===== src/rtl/wenmiao_responder.sv =====
// wenmiao_responder: UART command-frame receiver and response-frame transmitter.
// The receive path assembles fixed-length command frames with a gap timeout.
// The transmit path sends SOF_L, SOF_H, a latched payload and a modulo-256 checksum.
// The two paths share only clk and reset_n and otherwise run independently.
module wenmiao_responder #(
    parameter int         CLKS_PER_BIT = 1302,
    parameter int         CMD_LEN      = 20,
    parameter int         RESP_LEN     = 57,
    parameter logic [7:0] SOF_L        = 8'h9F,
    parameter logic [7:0] SOF_H        = 8'hE4,
    parameter int         GAP_TIMEOUT  = 26040
) (
    input  logic                      clk,
    input  logic                      reset_n,
    input  logic                      rx,
    output logic                      tx,
    input  logic                      resp_start,
    input  logic [(RESP_LEN-3)*8-1:0] resp_payload,
    output logic                      tx_busy,
    output logic                      cmd_frame_done,
    output logic [CMD_LEN*8-1:0]      cmd_frame,
    output logic                      frame_error
);
    localparam int CW = $clog2(CLKS_PER_BIT);
    localparam int GW = $clog2(GAP_TIMEOUT + 1);
    localparam int BW = $clog2(CMD_LEN);
    localparam int IW = $clog2(RESP_LEN);
    localparam int PW = (RESP_LEN - 3) * 8;
    localparam logic [CW-1:0] BIT_END  = CW'(CLKS_PER_BIT - 1);
    localparam logic [CW-1:0] HALF_END = CW'(CLKS_PER_BIT / 2 - 1);
    localparam logic [IW-1:0] LAST_IDX = IW'(RESP_LEN - 1);

    typedef enum logic [1:0] {R_IDLE, R_START, R_DATA, R_STOP} rx_state_t;
    typedef enum logic [1:0] {T_IDLE, T_START, T_DATA, T_STOP} tx_state_t;

    // ---------------- receive path ----------------
    rx_state_t            rx_state_q, rx_state_d;
    logic                 rx_meta_q, rx_sync_q, rx_prev_q;
    logic [CW-1:0]        rx_cnt_q, rx_cnt_d;
    logic [2:0]           rx_bit_q, rx_bit_d;
    logic [7:0]           rx_shift_q, rx_shift_d;
    logic [BW-1:0]        byte_cnt_q, byte_cnt_d;
    logic [GW-1:0]        idle_cnt_q, idle_cnt_d;
    logic [CMD_LEN*8-1:0] shadow_q, shadow_d, cmd_frame_q, cmd_frame_d;
    logic                 done_q, done_d, ferr_q, ferr_d;
    logic                 byte_ok, stop_bad, gap_hit;

    // Receiver bit timing: start resampled at half a bit, then one sample per bit period.
    always_comb begin
        rx_state_d = rx_state_q;
        rx_cnt_d   = rx_cnt_q + 1'b1;
        rx_bit_d   = rx_bit_q;
        rx_shift_d = rx_shift_q;
        byte_ok    = 1'b0;
        stop_bad   = 1'b0;
        unique case (rx_state_q)
            R_IDLE: begin
                rx_cnt_d = '0;
                if (rx_prev_q && !rx_sync_q) rx_state_d = R_START;
            end
            R_START: if (rx_cnt_q == HALF_END) begin
                rx_cnt_d   = '0;
                rx_bit_d   = '0;
                // A high start sample is a glitch: drop it silently.
                rx_state_d = rx_sync_q ? R_IDLE : R_DATA;
            end
            R_DATA: if (rx_cnt_q == BIT_END) begin
                rx_cnt_d   = '0;
                rx_shift_d = {rx_sync_q, rx_shift_q[7:1]};
                rx_bit_d   = rx_bit_q + 1'b1;
                if (rx_bit_q == 3'd7) rx_state_d = R_STOP;
            end
            R_STOP: if (rx_cnt_q == BIT_END) begin
                rx_cnt_d   = '0;
                rx_state_d = R_IDLE;
                byte_ok    = rx_sync_q;
                stop_bad   = !rx_sync_q;
            end
            default: rx_state_d = R_IDLE;
        endcase
    end

    // Frame assembly, gap timeout and error/done pulse generation.
    always_comb begin
        byte_cnt_d  = byte_cnt_q;
        shadow_d    = shadow_q;
        cmd_frame_d = cmd_frame_q;
        done_d      = 1'b0;
        ferr_d      = 1'b0;
        idle_cnt_d  = idle_cnt_q;
        gap_hit     = (byte_cnt_q != '0) && (idle_cnt_q == GW'(GAP_TIMEOUT));
        if (byte_ok || rx_state_q != R_IDLE) idle_cnt_d = '0;
        else if (idle_cnt_q != GW'(GAP_TIMEOUT)) idle_cnt_d = idle_cnt_q + 1'b1;
        if (byte_ok) begin
            shadow_d[{byte_cnt_q, 3'b000} +: 8] = rx_shift_q;
            if (byte_cnt_q == BW'(CMD_LEN - 1)) begin
                byte_cnt_d  = '0;
                cmd_frame_d = shadow_d;
                done_d      = 1'b1;
            end else begin
                byte_cnt_d = byte_cnt_q + 1'b1;
            end
        end else if (stop_bad || gap_hit) begin
            byte_cnt_d = '0;
            ferr_d     = 1'b1;
        end
    end

    // Receive-side registers; synchronizer resets low so a line held low through
    // reset release is not mistaken for a start bit.
    always_ff @(posedge clk or negedge reset_n) begin
        if (!reset_n) begin
            rx_meta_q   <= 1'b0;
            rx_sync_q   <= 1'b0;
            rx_prev_q   <= 1'b0;
            rx_state_q  <= R_IDLE;
            rx_cnt_q    <= '0;
            rx_bit_q    <= '0;
            rx_shift_q  <= '0;
            byte_cnt_q  <= '0;
            idle_cnt_q  <= '0;
            shadow_q    <= '0;
            cmd_frame_q <= '0;
            done_q      <= 1'b0;
            ferr_q      <= 1'b0;
        end else begin
            rx_meta_q   <= rx;
            rx_sync_q   <= rx_meta_q;
            rx_prev_q   <= rx_sync_q;
            rx_state_q  <= rx_state_d;
            rx_cnt_q    <= rx_cnt_d;
            rx_bit_q    <= rx_bit_d;
            rx_shift_q  <= rx_shift_d;
            byte_cnt_q  <= byte_cnt_d;
            idle_cnt_q  <= idle_cnt_d;
            shadow_q    <= shadow_d;
            cmd_frame_q <= cmd_frame_d;
            done_q      <= done_d;
            ferr_q      <= ferr_d;
        end
    end

    // ---------------- transmit path ----------------
    tx_state_t     tx_state_q, tx_state_d;
    logic [CW-1:0] tx_cnt_q, tx_cnt_d;
    logic [2:0]    tx_bit_q, tx_bit_d;
    logic [IW-1:0] tx_idx_q, tx_idx_d;
    logic [7:0]    tx_shift_q, tx_shift_d, csum_q, csum_d;
    logic [PW-1:0] pay_q, pay_d;
    logic          tx_q, tx_d, busy_q, busy_d;
    logic [IW-1:0] nxt_idx;
    logic [IW+2:0] pay_off;
    logic [7:0]    nxt_byte;

    // Select the byte that follows the one currently on the line.
    always_comb begin
        nxt_idx = tx_idx_q + 1'b1;
        pay_off = {nxt_idx - IW'(2), 3'b000};
        if (nxt_idx == IW'(1))        nxt_byte = SOF_H;
        else if (nxt_idx == LAST_IDX) nxt_byte = csum_q;
        else                          nxt_byte = pay_q[pay_off +: 8];
    end

    // Transmit FSM; tx and tx_busy are computed here and registered with the state.
    always_comb begin
        tx_state_d = tx_state_q;
        tx_cnt_d   = tx_cnt_q + 1'b1;
        tx_bit_d   = tx_bit_q;
        tx_idx_d   = tx_idx_q;
        tx_shift_d = tx_shift_q;
        csum_d     = csum_q;
        pay_d      = pay_q;
        tx_d       = tx_q;
        busy_d     = busy_q;
        unique case (tx_state_q)
            T_IDLE: begin
                tx_cnt_d = '0;
                tx_d     = 1'b1;
                busy_d   = 1'b0;
                if (resp_start) begin
                    pay_d      = resp_payload;
                    tx_state_d = T_START;
                    tx_d       = 1'b0;
                    busy_d     = 1'b1;
                    tx_idx_d   = '0;
                    tx_shift_d = SOF_L;
                    csum_d     = SOF_L;
                end
            end
            T_START: if (tx_cnt_q == BIT_END) begin
                tx_cnt_d   = '0;
                tx_bit_d   = '0;
                tx_state_d = T_DATA;
                tx_d       = tx_shift_q[0];
            end
            T_DATA: if (tx_cnt_q == BIT_END) begin
                tx_cnt_d = '0;
                if (tx_bit_q == 3'd7) begin
                    tx_state_d = T_STOP;
                    tx_d       = 1'b1;
                end else begin
                    tx_bit_d   = tx_bit_q + 1'b1;
                    tx_shift_d = tx_shift_q >> 1;
                    tx_d       = tx_shift_q[1];
                end
            end
            T_STOP: if (tx_cnt_q == BIT_END) begin
                tx_cnt_d = '0;
                if (tx_idx_q == LAST_IDX) begin
                    tx_state_d = T_IDLE;
                    busy_d     = 1'b0;
                    tx_d       = 1'b1;
                end else begin
                    tx_state_d = T_START;
                    tx_d       = 1'b0;
                    tx_idx_d   = nxt_idx;
                    tx_shift_d = nxt_byte;
                    // The checksum covers every byte before itself.
                    if (nxt_idx != LAST_IDX) csum_d = csum_q + nxt_byte;
                end
            end
            default: tx_state_d = T_IDLE;
        endcase
    end

    // Transmit-side registers.
    always_ff @(posedge clk or negedge reset_n) begin
        if (!reset_n) begin
            tx_state_q <= T_IDLE;
            tx_cnt_q   <= '0;
            tx_bit_q   <= '0;
            tx_idx_q   <= '0;
            tx_shift_q <= '0;
            csum_q     <= '0;
            pay_q      <= '0;
            tx_q       <= 1'b1;
            busy_q     <= 1'b0;
        end else begin
            tx_state_q <= tx_state_d;
            tx_cnt_q   <= tx_cnt_d;
            tx_bit_q   <= tx_bit_d;
            tx_idx_q   <= tx_idx_d;
            tx_shift_q <= tx_shift_d;
            csum_q     <= csum_d;
            pay_q      <= pay_d;
            tx_q       <= tx_d;
            busy_q     <= busy_d;
        end
    end

    assign tx             = tx_q;
    assign tx_busy        = busy_q;
    assign cmd_frame_done = done_q;
    assign cmd_frame      = cmd_frame_q;
    assign frame_error    = ferr_q;
endmodule


===== config.mk =====
export PLATFORM = sky130hd
export DESIGN_NAME = wenmiao_responder
export DESIGN_NICKNAME = d
export VERILOG_FILES = /design/src/rtl/wenmiao_responder.sv
export SDC_FILE = /design/constraint.sdc
export NUM_CORES = 2
export LEC_CHECK = 0
export BUFFER_PORTS_ARGS = -buffer_cell sky130_fd_sc_hd__buf_2
export CAP_MARGIN = 20
export CORE_UTILIZATION = 35
export DETAILED_ROUTE_END_ITERATION = 12
export GPL_TIMING_DRIVEN = 0
export PLACE_DENSITY_LB_ADDON = 0.2
export SLEW_MARGIN = 25
export SYNTH_ARGS = -nofsm -noshare
export SYNTH_HDL_FRONTEND = slang
export SYNTH_SLANG_ARGS = --single-unit

===== constraint.sdc =====
create_clock -name clk -period 6.95 [get_ports clk]
set_input_delay 0.3475 -clock clk [delete_from_list [all_inputs] [get_ports clk]]
set_output_delay 0.3475 -clock clk [all_outputs]
set_load 0.05 [all_outputs]

Word-level counts from Yosys, hierarchy flattened
Index checks and enable logic that the tools add are counted.
W data, S select, Z words.
{"block": "totals", "ff_bits": 841, "output_inout_bits": 164, "elab_cells": 163}
{"block": "op_classes", "n_shift": 3, "mux": 67, "n_reduce_logical": 29, "addsub": 10, "eq_ne": 32}
{"op": "$shiftx A432 B10 Y8", "n": 1}
{"op": "$bwmux W160", "n": 1}
{"op": "$shift A8 B10 Y160 const A", "n": 1}
{"op": "$shiftx A8 B10 Y160", "n": 1}
{"op": "$mux W8", "n": 10}
{"op": "$mux W11", "n": 3}
{"op": "$pmux W11 S3", "n": 1}
{"op": "$mux W15", "n": 2}
{"op": "$ne A2 B2 Y1 const B", "n": 14}
{"op": "$pmux W8 S3", "n": 1}
{"op": "$add A11 B1 Y11 const B", "n": 2}
{"op": "$eq A11 B11 Y1 const B", "n": 2}
{"op": "$mux W2", "n": 11}
{"op": "$pmux W11 S2", "n": 1}
{"op": "$mux W1", "n": 18}
{"op": "$mux W6", "n": 3}
{"op": "$pmux W2 S4", "n": 2}
{"op": "$pmux W8 S2", "n": 1}
{"op": "$add A15 B1 Y15 const B", "n": 1}
{"op": "$eq A15 B15 Y1 const B", "n": 1}
{"op": "$mux W3", "n": 5}
{"op": "$mux W5", "n": 3}
{"op": "$ne A15 B15 Y1 const B", "n": 1}
{"op": "$reduce_and A5 Y1", "n": 3}
{"op": "31 further kinds", "n": 52}

Longest topological paths before layout
{"block": "depth", "word_depth": 10, "mapped_depth": 28, "depth_no_buf": 20}

Worst setup path after synthesis
Ideal clock, no wire load.
{"block": "synth_path", "path_kind": "reg-to-reg", "startpoint": "register tx_idx_q[0]", "endpoint": "register csum_q[6]", "path_slack_ns": 1.436, "arrival_ns": 5.375, "synth_period_minus_slack_ns": 5.514, "path_stages_with_launch": 29, "path_buffers": 9, "path_cell_list": "dfrtp_1 > buf_6 > buf_12 > buf_6 > buf_4 > inv_1 > ha_1 > buf_2 > inv_2 > ha_1 > buf_2 > buf_2 > buf_2 > buf_1 > mux4_2 > mux4_2 > nand2_1 > a21oi_1 > a211oi_2 > nor2_1 > ha_1 > fa_1 > a21oi_1 > nor2_1 > nor2_1 > o21bai_1 > a21oi_1 > xor2_1 > o22ai_1"}
{"block": "synth_via", "elab_chain_cells": 10, "word_cells_on_any_way": 17}
{"item": "start, declared", "line_no": "147", "text": "logic [IW-1:0] tx_idx_q, tx_idx_d;"}
{"item": "start signal, assigned", "line_no": "242", "text": "tx_idx_q <= tx_idx_d;"}
{"item": "$add A6 B1 Y6", "line_no": "157", "text": "nxt_idx = tx_idx_q + 1'b1;"}
{"item": "$sub A6 B2 Y6", "line_no": "158", "text": "pay_off = {nxt_idx - IW'(2), 3'b000};"}
{"item": "$shiftx A432 B10 Y8", "line_no": "161", "text": "else nxt_byte = pay_q[pay_off +: 8];"}
{"item": "$mux W8", "line_no": "160", "text": "else if (nxt_idx == LAST_IDX) nxt_byte = csum_q;"}
{"item": "$mux W8", "line_no": "159", "text": "if (nxt_idx == IW'(1)) nxt_byte = SOF_H;"}
{"item": "$add A8 B8 Y8", "line_no": "219", "text": "if (nxt_idx != LAST_IDX) csum_d = csum_q + nxt_byte;"}
{"item": "$mux W8", "line_no": "219"}
{"item": "$mux W8", "line_no": "209", "text": "if (tx_idx_q == LAST_IDX) begin"}
{"item": "$mux W8", "line_no": "207", "text": "T_STOP: if (tx_cnt_q == BIT_END) begin"}
{"item": "$pmux W8 S2", "line_no": "175", "text": "unique case (tx_state_q)"}
{"item": "end signal, assigned", "line_no": "244", "text": "csum_q <= csum_d;"}
{"item": "end, declared", "line_no": "148", "text": "logic [7:0] tx_shift_q, tx_shift_d, csum_q, csum_d;"}
Parallel ways exist; a longest one is shown, timed or not. The select of a mux whose other input is x is not followed.
A chain may end at the register's enable or synchronous reset.

Final worst setup path
{"block": "layout_path", "startpoint": "register tx_idx_q[0]", "endpoint": "register csum_q[7]"}
Same word-level chain as after synthesis.

==> impl_metrics.ini <==
[status]
outcome = completed

[critical_path]
worst_path_most_repeated_cell = buf_6
crit_type = flop to flop
path_max_fanout = 10
crit_arrival_ns = 7.13
endpoint_kind = flop
r2r_setup_slack_ns = 0.37
reg2reg_to = csum_q[7]
cp-start-kind = flop
r2r-start = tx_idx_q[0]
max_stage_delay_ns = 0.60
r2r_cells = 28
critPathTopFamily = buffers and inverters
cp_slowest_cell = mux4_2
required_ns = 7.50
crit_buf_inv = 11

[clocking]
clkLatencyLatePin_ns = 0.69
postCtsSetupRepairBufs = 0
cts_max_path_buffers = 3
numCtsBuffers = 99
clk_pin_slew_worst_paths_ns = 0.07
cts_root_buf = clkbuf_16
cts_sinks = 841
htree_levels = 3
cts_tree = built

[sta]
fin_skew_ns = 0.0157
final_max_slew_viol_count = 0
finalHoldViolations = 0
min_period_ns = 6.58
finalCritPeriodShare_pct = 94.6
fin_ws_ns = 0.374
relSlewSlack_pct = 30.5
max_freq_mhz = 152
rsz0062_at_grt = no
setup_viol = 0
tns_ns = 0
worst_slew_pin_slew_ns = 1.04

[power_and_ir_drop]
power_density_mw_per_mm2 = 211
total_power_mw = 10.8
power_leakage_nw = 25.4
irDropWorstVdd_mv = 0.189

[cells_and_area]
utilization_pct = 47.4
final_common_cell = dfrtp_1
layout.nets = 4455
drive_gt1_share_pct = 38.9
syn_to_final_growth_pct = 33.5
most-common-layout-cells = 840 x dfrtp_1, 622 x buf_2, 609 x mux2_2

[logic_synthesis]
ys_seq_area_share_pct = 55.0
post-synth-top-area-cell = dfrtp_1
synth.area.top_cells = dfrtp_1 55%, mux2_2 18%, mux4_2 7.5%
ys_warn_count = 0
synth_nets = 3312
syn-cell-area_sq_mm = 0.0383
synth_enable_flop_cells = 0
ys_types = 74
synthDominantCellAreaShare_pct = 54.9
synth_seq_cells = 841
ys.flop_type = dfrtp_1
syn_avg_cell_area_sq_um = 13.5
syn_inst = 2843
async_reset_ff_share_pct = 100

[routing]
firstDrtPassIters = 5
via_per_inst = 5.03
first_iter_violations = 1296
wl_microns = 131000
drt-wirelength-per-cell_microns = 23.8
final_antenna_net_count = 0
vias = 27700
drc = 0

[floorplan]
dieArea_sq_mm = 0.111
start_util_pct = 35.5
ioPinCount = 600
rows = 120
fp.coreArea_sq_mm = 0.108
die_w_microns = 333
die_y_microns = 333

[global_route]
antenna_found_initial = 39
grtUsageMet1_pct = 29.6
grt_overflow = 0
grt_pass1_vias = 29100
grtUsageMet2_pct = 39.6
grt_busiest_layer = met2
grtUsageTotal_pct = 23.6
grt_pass1_wl_microns = 193000
use_met3_pct = 5.64
grt_max_degree = 124

[flow_run]
maxCapViolCount = 0

[placed_design]
dpl.hpwl_microns = 96900
io_buffers = 599
place.gp.congestion = 0.838
preCtsSetupSlack_ns = -0.503

[hold_path]
hp-class = input port to async pin
==> synthesized netlist by cell type, types with 4 or more instances <==
master	n
nor3_1	9
ha_1	32
mux4_2	127
dfrtp_1	840
and3_1	33
nor2_2	5
o21ai_0	67
nand2_1	237
and2_1	26
o31ai_1	5
a22o_1	4
nand2b_1	9
buf_1	22
nor2_1	99
xor2_1	25
o22ai_1	5
o21ai_1	123
nand4_1	11
buf_4	8
mux2i_1	169
nand3_1	37
inv_1	23
o22a_1	5
nor2b_1	22
xnor2_1	15
a21oi_1	36
buf_2	26
mux2_2	609
a2111oi_0	4
clkbuf_1	133
==> state kept, by name, summed over array words and instances, names as in the netlist, 3 cells and up, named ones only <==
register,flops
tx_bit_q,3
tx_idx_q,6
rx_cnt_q,11
tx_shift_q,8
shadow_q,160
csum_q,8
tx_cnt_q,11
rx_bit_q,3
rx_shift_q,8
pay_q,432
cmd_frame,160
byte_cnt_q,5
idle_cnt_q,15
==> what timing repair did <==
| action | 4_1_cts | 5_1_grt |
|---|---|---|
| resized for setup | 7 | 13 |
| endpoints found under the hold margin | 627 | 0 |
| pin swaps | 0 | 0 |
| hold buffers | 434 | 0 |
| endpoints found under the setup margin | 4 | 2 |
==> layout make-up <==
cell class / count / area (sq um)
Multi-Input combinational cell: 1785 / 16300
Timing Repair Buffer: 1042 / 7600
Clock buffer: 151 / 3020
Buffer: 193 / 882
Inverter: 24 / 90.1
Clock inverter: 29 / 312
Sequential cell: 841 / 21000
Fill cell: 9804 / 56600
Tap cell: 1403 / 1760
Antenna cell: 30 / 75.1
==> routing by layer <==
metal  up-vias  share of wire, %
li1      12600                 -
met2       769                49
met1     14100                42
met5         -             0.060
met3       225               5.9
met4        14               3.4
==> per-stage QoR <==
stage,cells,cell area [sq um],hold WS [ns]
5_1_grt,5494,51100,0.128
2_1_floorplan,2843,38300,0.0519
3_3_place_gp,4845,43000,0.340
6_report,5498,51100,0.138
4_1_cts,5468,51000,0.0958
3_5_place_dp,4854,43300,0.240
==> worst max path at each step <==
| stage | startpoint | end | slack [ns] | depth (start not counted) |
|---|---|---|---|---|
| 2_1_floorplan | tx_idx_q[0] | csum_q[6] | 1.44 | 28 |
| 3_3_place_gp | reset_n | pay_q[90] | -14.06 | 1 |
| 3_5_place_dp | tx_idx_q[0] | csum_q[6] | -0.50 | 28 |
| 4_1_cts | tx_idx_q[0] | csum_q[7] | 0.01 | 26 |
| 5_1_grt | tx_idx_q[0] | csum_q[6] | 0.007 | 28 |
| 6_report | tx_idx_q[0] | csum_q[7] | 0.37 | 28 |
==> kinds of logic after synthesis <==
logic type	after synthesis	synth area share, %
muxes	905	29.8
DFF	841	55.0
and+or+nand+nor	512	6.13
AOI/OAI and AO/OA	292	4.46
buffers and inverters	217	2.42
xor gates and xnor gates	43	1.04
adders and majority gates	33	1.10
==> where the power goes <==
part | switching (mW) | internal [mW] | leakage [nW]
Clock | 2.18 | 3.14 | 1.65
Combinational | 0.227 | 0.286 | 12.1
Sequential | 0.0222 | 4.91 | 11.7
Total | 2.43 | 8.34 | 25.4
Note: power is estimated with default switching activity, not from simulation.
